### src/rtl/reg_pipe_pkg.sv
// reg_pipe_pkg: shared constants and width helper for the handshaked register pipe
package reg_pipe_pkg;
  localparam int DEF_WIDTH = 8;
  localparam int DEF_DEPTH = 3;
  function automatic int cnt_w(input int d);
    return $clog2(d + 1);
  endfunction
endpackage

### src/rtl/reg_pipe_hs_if.sv
// reg_pipe_hs_if: valid/ready upstream and downstream bus of the register pipe
interface reg_pipe_hs_if #(parameter int WIDTH = 8);
  logic [WIDTH-1:0] in_data;
  logic             in_valid;
  logic             in_ready;
  logic [WIDTH-1:0] out_data;
  logic             out_valid;
  logic             out_ready;
  modport slave (input in_data, in_valid, out_ready, output in_ready, out_data, out_valid);
  modport master (output in_data, in_valid, out_ready, input in_ready, out_data, out_valid);
endinterface

### src/rtl/reg_pipe_stage.sv
// reg_pipe_stage: one bubble-collapsing handshaked register stage
module reg_pipe_stage #(
  parameter int               WIDTH     = 8,
  parameter logic [WIDTH-1:0] RESET_VAL = '0
) (
  input  logic             clock,
  input  logic             reset,
  input  logic             clr,
  input  logic             i_prev_valid,
  input  logic [WIDTH-1:0] i_prev_data,
  input  logic             i_next_acc,
  output logic             o_valid,
  output logic [WIDTH-1:0] o_data,
  output logic             o_acc
);
  logic             r_valid;
  logic [WIDTH-1:0] r_data;
  assign o_acc   = ~r_valid | i_next_acc;
  assign o_valid = r_valid;
  assign o_data  = r_data;
  // valid follows the upstream stage whenever this stage can accept; flush empties it
  always_ff @(posedge clock or negedge reset)
    if (!reset) r_valid <= 1'b0;
    else if (clr) r_valid <= 1'b0;
    else if (o_acc) r_valid <= i_prev_valid;
  // data loads only from a valid source, so an empty upstream never overwrites it
  always_ff @(posedge clock or negedge reset)
    if (!reset) r_data <= RESET_VAL;
    else if (!clr && o_acc && i_prev_valid) r_data <= i_prev_data;
endmodule

### src/rtl/reg_pipe_hs.sv
// reg_pipe_hs: DEPTH-stage valid/ready register pipeline with flush and occupancy count
module reg_pipe_hs
  import reg_pipe_pkg::*;
#(
  parameter int               WIDTH     = DEF_WIDTH,
  parameter int               DEPTH     = DEF_DEPTH,
  parameter logic [WIDTH-1:0] RESET_VAL = '0
) (
  input  logic                       clock,
  input  logic                       reset,
  input  logic                       clr,
  reg_pipe_hs_if.slave               bus,
  output logic [cnt_w(DEPTH)-1:0]    count
);
  localparam int CW = cnt_w(DEPTH);
  logic             w_valid [DEPTH+1];
  logic             w_acc   [DEPTH+1];
  logic [WIDTH-1:0] w_data  [DEPTH+1];
  logic             w_out_xfer;
  logic [CW-1:0]    r_count;
  assign bus.in_ready  = w_acc[0] & ~clr;
  assign w_valid[0]    = bus.in_valid & bus.in_ready;
  assign w_data[0]     = bus.in_data;
  assign w_acc[DEPTH]  = bus.out_ready;
  assign bus.out_valid = w_valid[DEPTH];
  assign bus.out_data  = w_data[DEPTH];
  assign w_out_xfer    = w_valid[DEPTH] & bus.out_ready;
  assign count         = r_count;
  for (genvar i = 0; i < DEPTH; i++) begin : g_stage
    reg_pipe_stage #(.WIDTH(WIDTH), .RESET_VAL(RESET_VAL)) u_stage (
      .clock        (clock),
      .reset        (reset),
      .clr          (clr),
      .i_prev_valid (w_valid[i]),
      .i_prev_data  (w_data[i]),
      .i_next_acc   (w_acc[i+1]),
      .o_valid      (w_valid[i+1]),
      .o_data       (w_data[i+1]),
      .o_acc        (w_acc[i])
    );
  end
  // occupancy tracks input minus output transfers and empties on flush
  always_ff @(posedge clock or negedge reset)
    if (!reset) r_count <= '0;
    else r_count <= clr ? '0 : r_count + CW'(w_valid[0]) - CW'(w_out_xfer);
endmodule
### src/flat_wrapper.sv
// flat-port wrapper written by rule: the top's interface ports become plain ports
module reg_pipe_hs_flat import reg_pipe_pkg::*;
#(
  parameter int               WIDTH     = DEF_WIDTH,
  parameter int               DEPTH     = DEF_DEPTH,
  parameter logic [WIDTH-1:0] RESET_VAL = '0
)
  (clock, reset, clr, count, bus_in_data, bus_in_valid, bus_out_ready, bus_in_ready, bus_out_data, bus_out_valid);
  reg_pipe_hs_if #(.WIDTH(WIDTH)) bus_i ();
  input  logic clock;
  input  logic reset;
  input  logic clr;
  output logic [cnt_w(DEPTH)-1:0] count;
  input wire logic [$bits(bus_i.in_data)-1:0] bus_in_data;
  input wire logic [$bits(bus_i.in_valid)-1:0] bus_in_valid;
  input wire logic [$bits(bus_i.out_ready)-1:0] bus_out_ready;
  output wire logic [$bits(bus_i.in_ready)-1:0] bus_in_ready;
  output wire logic [$bits(bus_i.out_data)-1:0] bus_out_data;
  output wire logic [$bits(bus_i.out_valid)-1:0] bus_out_valid;
  assign bus_i.in_data = bus_in_data;
  assign bus_i.in_valid = bus_in_valid;
  assign bus_i.out_ready = bus_out_ready;
  assign bus_in_ready = bus_i.in_ready;
  assign bus_out_data = bus_i.out_data;
  assign bus_out_valid = bus_i.out_valid;
  reg_pipe_hs #(.WIDTH(WIDTH), .DEPTH(DEPTH), .RESET_VAL(RESET_VAL)) u_core (.clock(clock), .reset(reset), .clr(clr), .bus(bus_i), .count(count));
endmodule
### config.mk
export PLATFORM = sky130hd
export DESIGN_NAME = reg_pipe_hs_flat
export DESIGN_NICKNAME = d
export VERILOG_FILES = /design/src/rtl/reg_pipe_pkg.sv /design/src/rtl/reg_pipe_hs_if.sv /design/src/rtl/reg_pipe_stage.sv /design/src/rtl/reg_pipe_hs.sv /design/src/flat_wrapper.sv
export SDC_FILE = /design/constraint.sdc
export NUM_CORES = 1
export LEC_CHECK = 0
export ABC_CLOCK_PERIOD_IN_PS = 2560
export CAP_MARGIN = 20
export CORE_ASPECT_RATIO = 1.1
export CORE_UTILIZATION = 60
export CTS_CLUSTER_SIZE = 12
export DETAILED_ROUTE_END_ITERATION = 10
export DONT_BUFFER_PORTS = 1
export PLACE_DENSITY_LB_ADDON = 0.05
export SYNTH_ARGS = -nofsm -noshare
export SYNTH_HDL_FRONTEND = slang
export SYNTH_SLANG_ARGS = --single-unit
### constraint.sdc
create_clock -name clock -period 2.56 [get_ports clock]
set_input_delay 0.768 -clock clock [delete_from_list [all_inputs] [get_ports clock]]
set_output_delay 0.768 -clock clock [all_outputs]
set_load 0.02 [all_outputs]
# Yosys cells after proc, flatten, opt, wreduce, memory -nomap -nowiden
# Cells that the tools add are included.
dict set report totals {
  regBits 29
  in_bits 13
  out_inout_bits 12
  wordCells 36
}
dict set report op_classes {
  addsub 2
  n_mux 7
  bitwise 10
  n_reduce_logical 10
}
# cell count
set op_table {}
lappend op_table {{$logic_and A1 B1 Y1} 6}
lappend op_table {{$mux W1} 6}
lappend op_table {{$reduce_bool A2 Y1} 3}
lappend op_table {{$not A1 Y1} 4}
lappend op_table {{$and A1 B1 Y1} 3}
lappend op_table {{$or A1 B1 Y1} 3}
lappend op_table {{$add A2 B1 Y2} 1}
lappend op_table {{$mux W2} 1}
lappend op_table {{$sub A2 B1 Y2} 1}
lappend op_table {{$logic_not A1 Y1} 1}

# Depth between registers and ports, before layout
dict set report logic_depth {
  word_depth 9
  ltp_mapped 7
  depth_no_buf 6
}

# By module
# Synthesis repeated with hierarchy kept, for this count alone.
dict set report unflattened {
  hier_cells 78
  area_unflattened_um2 1211.2
}
# module n_inst cells_each area_each_um2 seq_area_each_um2
set by_module_without_submodules {}
lappend by_module_without_submodules {reg_pipe_stage 3 22 359.1 225.2}
lappend by_module_without_submodules {reg_pipe_hs 1 12 133.9 50.0}

# Worst setup path after synthesis
# OpenSTA, ideal clock, no wires.
dict set report synth_timing {
  kind {input to output}
  startpoint {input port clr}
  endpoint {output port bus_in_ready}
  arrival_time_ns 1.255
  required_time_ns 1.792
  path_slack_ns 0.537
  stages 2
  path_buffers 1
  path_cell_list {clkbuf_1 > nor2_1}
}
dict set report synth_via {
  elab_chain_len 2
}
# element line
set synth_rtl {}
lappend synth_rtl {{start: declaration} flat_wrapper.sv:12} ;# input logic clr;
lappend synth_rtl {{$not A1 Y1} reg_pipe_hs.sv:21} ;# assign bus.in_ready = w_acc[0] & ~clr;
lappend synth_rtl {{$and A1 B1 Y1} reg_pipe_hs.sv:21}
lappend synth_rtl {{end: declaration} flat_wrapper.sv:17} ;# output wire logic [$bits(bus_i.in_ready)-1:0] bus_in_ready;
# No other way between the ends.

# Final worst setup path
dict set report layout_timing {
  startpoint {register u_core.g_stage[2].u_stage.r_valid}
  endpoint {output port bus_in_ready}
}
dict set report layout_via {
  elab_chain_len 5
}
# element line
set layout_rtl {}
lappend layout_rtl {{start: declaration} reg_pipe_stage.sv:16} ;# logic r_valid;
lappend layout_rtl {{start signal: assignment} reg_pipe_stage.sv:25} ;# else if (o_acc) r_valid <= i_prev_valid;
lappend layout_rtl {{$not A1 Y1} reg_pipe_stage.sv:18} ;# assign o_acc = ~r_valid | i_next_acc;
lappend layout_rtl {{$or A1 B1 Y1 (3 in series)} reg_pipe_stage.sv:18}
lappend layout_rtl {{$and A1 B1 Y1} reg_pipe_hs.sv:21}
# No other way between the ends.

==> results_dict.tcl <==
set metrics [dict create \
    min_path_type "input pin to asynchronous set/reset pin" \
    synthAdderAreaFrac_pct 2.15 \
    synthSimpleGateAreaFrac_pct 6.66 \
    clock_latency_ns 0.32 \
    path_clk_slew_ns 0.09 \
    layout-drive-gt1-share_pct 40.7 \
    synth_compound_area_share_pct 1.18 \
    ant_nets 0 \
    dp_hpwl_mm 1.11 \
    required_ns 1.79 \
    rr_startpoint "u_core.g_stage[2].u_stage.o_valid" \
    antenna_found_initial 0 \
    synthXorXnorAreaFrac_pct 1.50 \
    setup_violations 0 \
    drc 0 \
    rsz0062_at_grt "no" \
    io_buffers 0 \
    die_h_um 48.2 \
    critical-path-top-delay-family "simple AND/OR/NAND/NOR gates" \
    clk_path_buf_depth 2 \
    place_congestion 0.725 \
    p_total_mw 1.14 \
    num_vias 599 \
    place_ws_ns 0.453 \
    vias_per_cell 5.76 \
    hold_violations 0 \
    r2r-end "u_core.count[0]" \
    drt_wl_total_mm 1.58 \
    core_area_mm2 0.00180 \
    layout.nets 100 \
    rrSetupSlack_ns 0.72 \
    row_count 16 \
    slew_headroom_pct 72.9 \
    ir_drop_mv 0.581 \
    final_common_cell "dfrtp_1" \
    final_util_pct 69.5 \
    firstDrtPassIters 6 \
    avgSynthCellArea_um2 14.7 \
    synthCells 79 \
    period_share_pct 82.9 \
    layout_common_cells "29 x dfrtp_1, 24 x mux2_2, 7 x nor2_1" \
    finalWorstSetupSlack_ns 0.438 \
    grt_pass1_wl_mm 2.49 \
    crit_buf_inv 0 \
    grt_max_degree 30 \
    synth_mux_area_share_pct 23.2 \
    synth_top_family_by_area "multiplexers" \
    path_max_fanout 4 \
    first_global_vias 551 \
    fmax_mhz 471 \
    antenna_cells 0 \
    critPathKind "register to output port" \
    tightestPinTransition_ns 0.406 \
    p_leak_nw 0.594 \
    synth_nets 94 \
    nFillCells 134 \
    cts_sinks 29 \
    min_period_ns 2.12 \
    critical-path-max-stage-delay_ns 0.48 \
    overflow 0 \
    worst_setup_path_start_kind "register" \
    final_max_slew_viol_count 0 \
    crit_slowest_cell "dfrtp_1" \
    maxCapViolations 0 \
    yosysUniqueCellTypes 18 \
    area_growth_pct 7.52 \
    tns_ns 0 \
    cts_tree "yes" \
    ys_ff_latch 29 \
    reg2reg_depth 5 \
    finClkSkew_ns 0.00837 \
    synth_warnings 0 \
    pwr_density_cell_mw_per_mm2 907 \
    arrival_ns 1.35 \
    critical_path.endpoint_type "output port" \
    cts_max_level 2 \
    track_usage_pct 17.9 \
    cts-root-buf "clkbuf_4" \
    die_area_mm2 0.00212 \
    cts_resized 0 \
    status "complete, no violations" \
    syn_area_mm2 0.00116 \
    die_width_um 44.0 \
    post-cts-setup-buffer-count 0 \
    ys_seq_area_share_pct 62.3 \
    wire_per_inst_um 15.2 \
    crit_chain "and4b_1 -> nor2_1" \
    drt_iter0_markers 12 \
    io_pins 25 \
    postCtsHoldBufs 0 \
    start_util_pct 64.7 \
    cts_inserted_buffers 5 \
]
[state kept, by name, summed over array words and instances (netlist names)]
register	count
u_core.g_stage.u_stage.o_data	24
u_core.g_stage.u_stage.o_valid	3
u_core.count	2
[area by class of cell]
| cell class | instances | area (um^2) | share of cell area [%] |
|---|---|---|---|
| inverter | 4 | 15.0 | 1.20 |
| sequential | 29 | 726 | 57.9 |
| timing repair buffer | 2 | 15.0 | 1.20 |
| clock buffer | 7 | 65.1 | 5.19 |
| multi-input combinational | 43 | 404 | 32.3 |
| tap | 18 | 22.5 | 1.80 |
| clock inverter | 1 | 5.00 | 0.400 |
[cell families (layout without fill, tap and decap cells)]
family	count (synthesis)	after routing
flops	29	29
mux	24	24
simple gates	13	13
buf+inv	7	14
fa+ha+maj	2	2
compound gates	2	2
xor+xnor	2	2
[worst register-to-register path, delay by kind of cell, from the launching register on]
family / cells / cell delay [ns]
fa+ha+maj: 1 / 0.22
buf+inv: 1 / 0.12
simple gates: 3 / 0.93
flops: 1 / 0.48
[worst max-delay path by stage]
| stage | from | end | slack [ns] | depth (start not counted) |
|---|---|---|---|---|
| 3_3_place_gp | bus_out_ready | u_core.count[0] | 0.48 | 5 |
| 4_1_cts | u_core.g_stage[2].u_stage.o_valid | bus_in_ready | 0.41 | 2 |
| 2_1_floorplan | clr | bus_in_ready | 0.54 | 2 |
| 5_1_grt | u_core.g_stage[2].u_stage.o_valid | bus_in_ready | 0.35 | 2 |
| 6_report | u_core.g_stage[2].u_stage.o_valid | bus_in_ready | 0.44 | 2 |
| 3_5_place_dp | bus_out_ready | u_core.count[0] | 0.45 | 5 |
[where the power goes]
part	total [mW]	internal (mW)	switching, mW
logic	0.129	0.0903	0.0385
registers	0.702	0.570	0.132
clock network	0.306	0.159	0.147
[layer usage]
layer  global-route usage, %  vias to the layer above  wire (um)
met2                    27.9                       19        760
met4                    10.9                        0         39
met3                    9.26                        6        112
li1                        -                      278          -
met1                    19.8                      296        670
met5                       0                        -          0
[metrics by stage]
stage	cell area [um^2]	hold WS (ns)	std cells
finish	1250	0.129	104
global route	1250	0.101	104
CTS	1250	0.110	104
detailed placement	1180	0.473	96
global placement	1180	0.473	96
floorplan	1160	0.472	79
[cells in the mapped netlist, drive strengths merged]
cell type / count / area share (%)
inv: 4 / 1.3
and2b: 1 / 0.64
a211o: 1 / 0.75
or3b: 1 / 0.75
clkbuf: 1 / 0.32
and2: 1 / 0.54
nor3b: 1 / 1.1
buf: 2 / 1.4
xnor2: 1 / 0.75
ha: 2 / 2.1
dfrtp: 29 / 62
a21oi: 1 / 0.43
xor2: 1 / 0.75
mux2: 24 / 23
nor2: 7 / 2.3
and4b: 1 / 0.86
nor2b: 1 / 0.54
No activity file was read; power rests on OpenSTA's default activity.
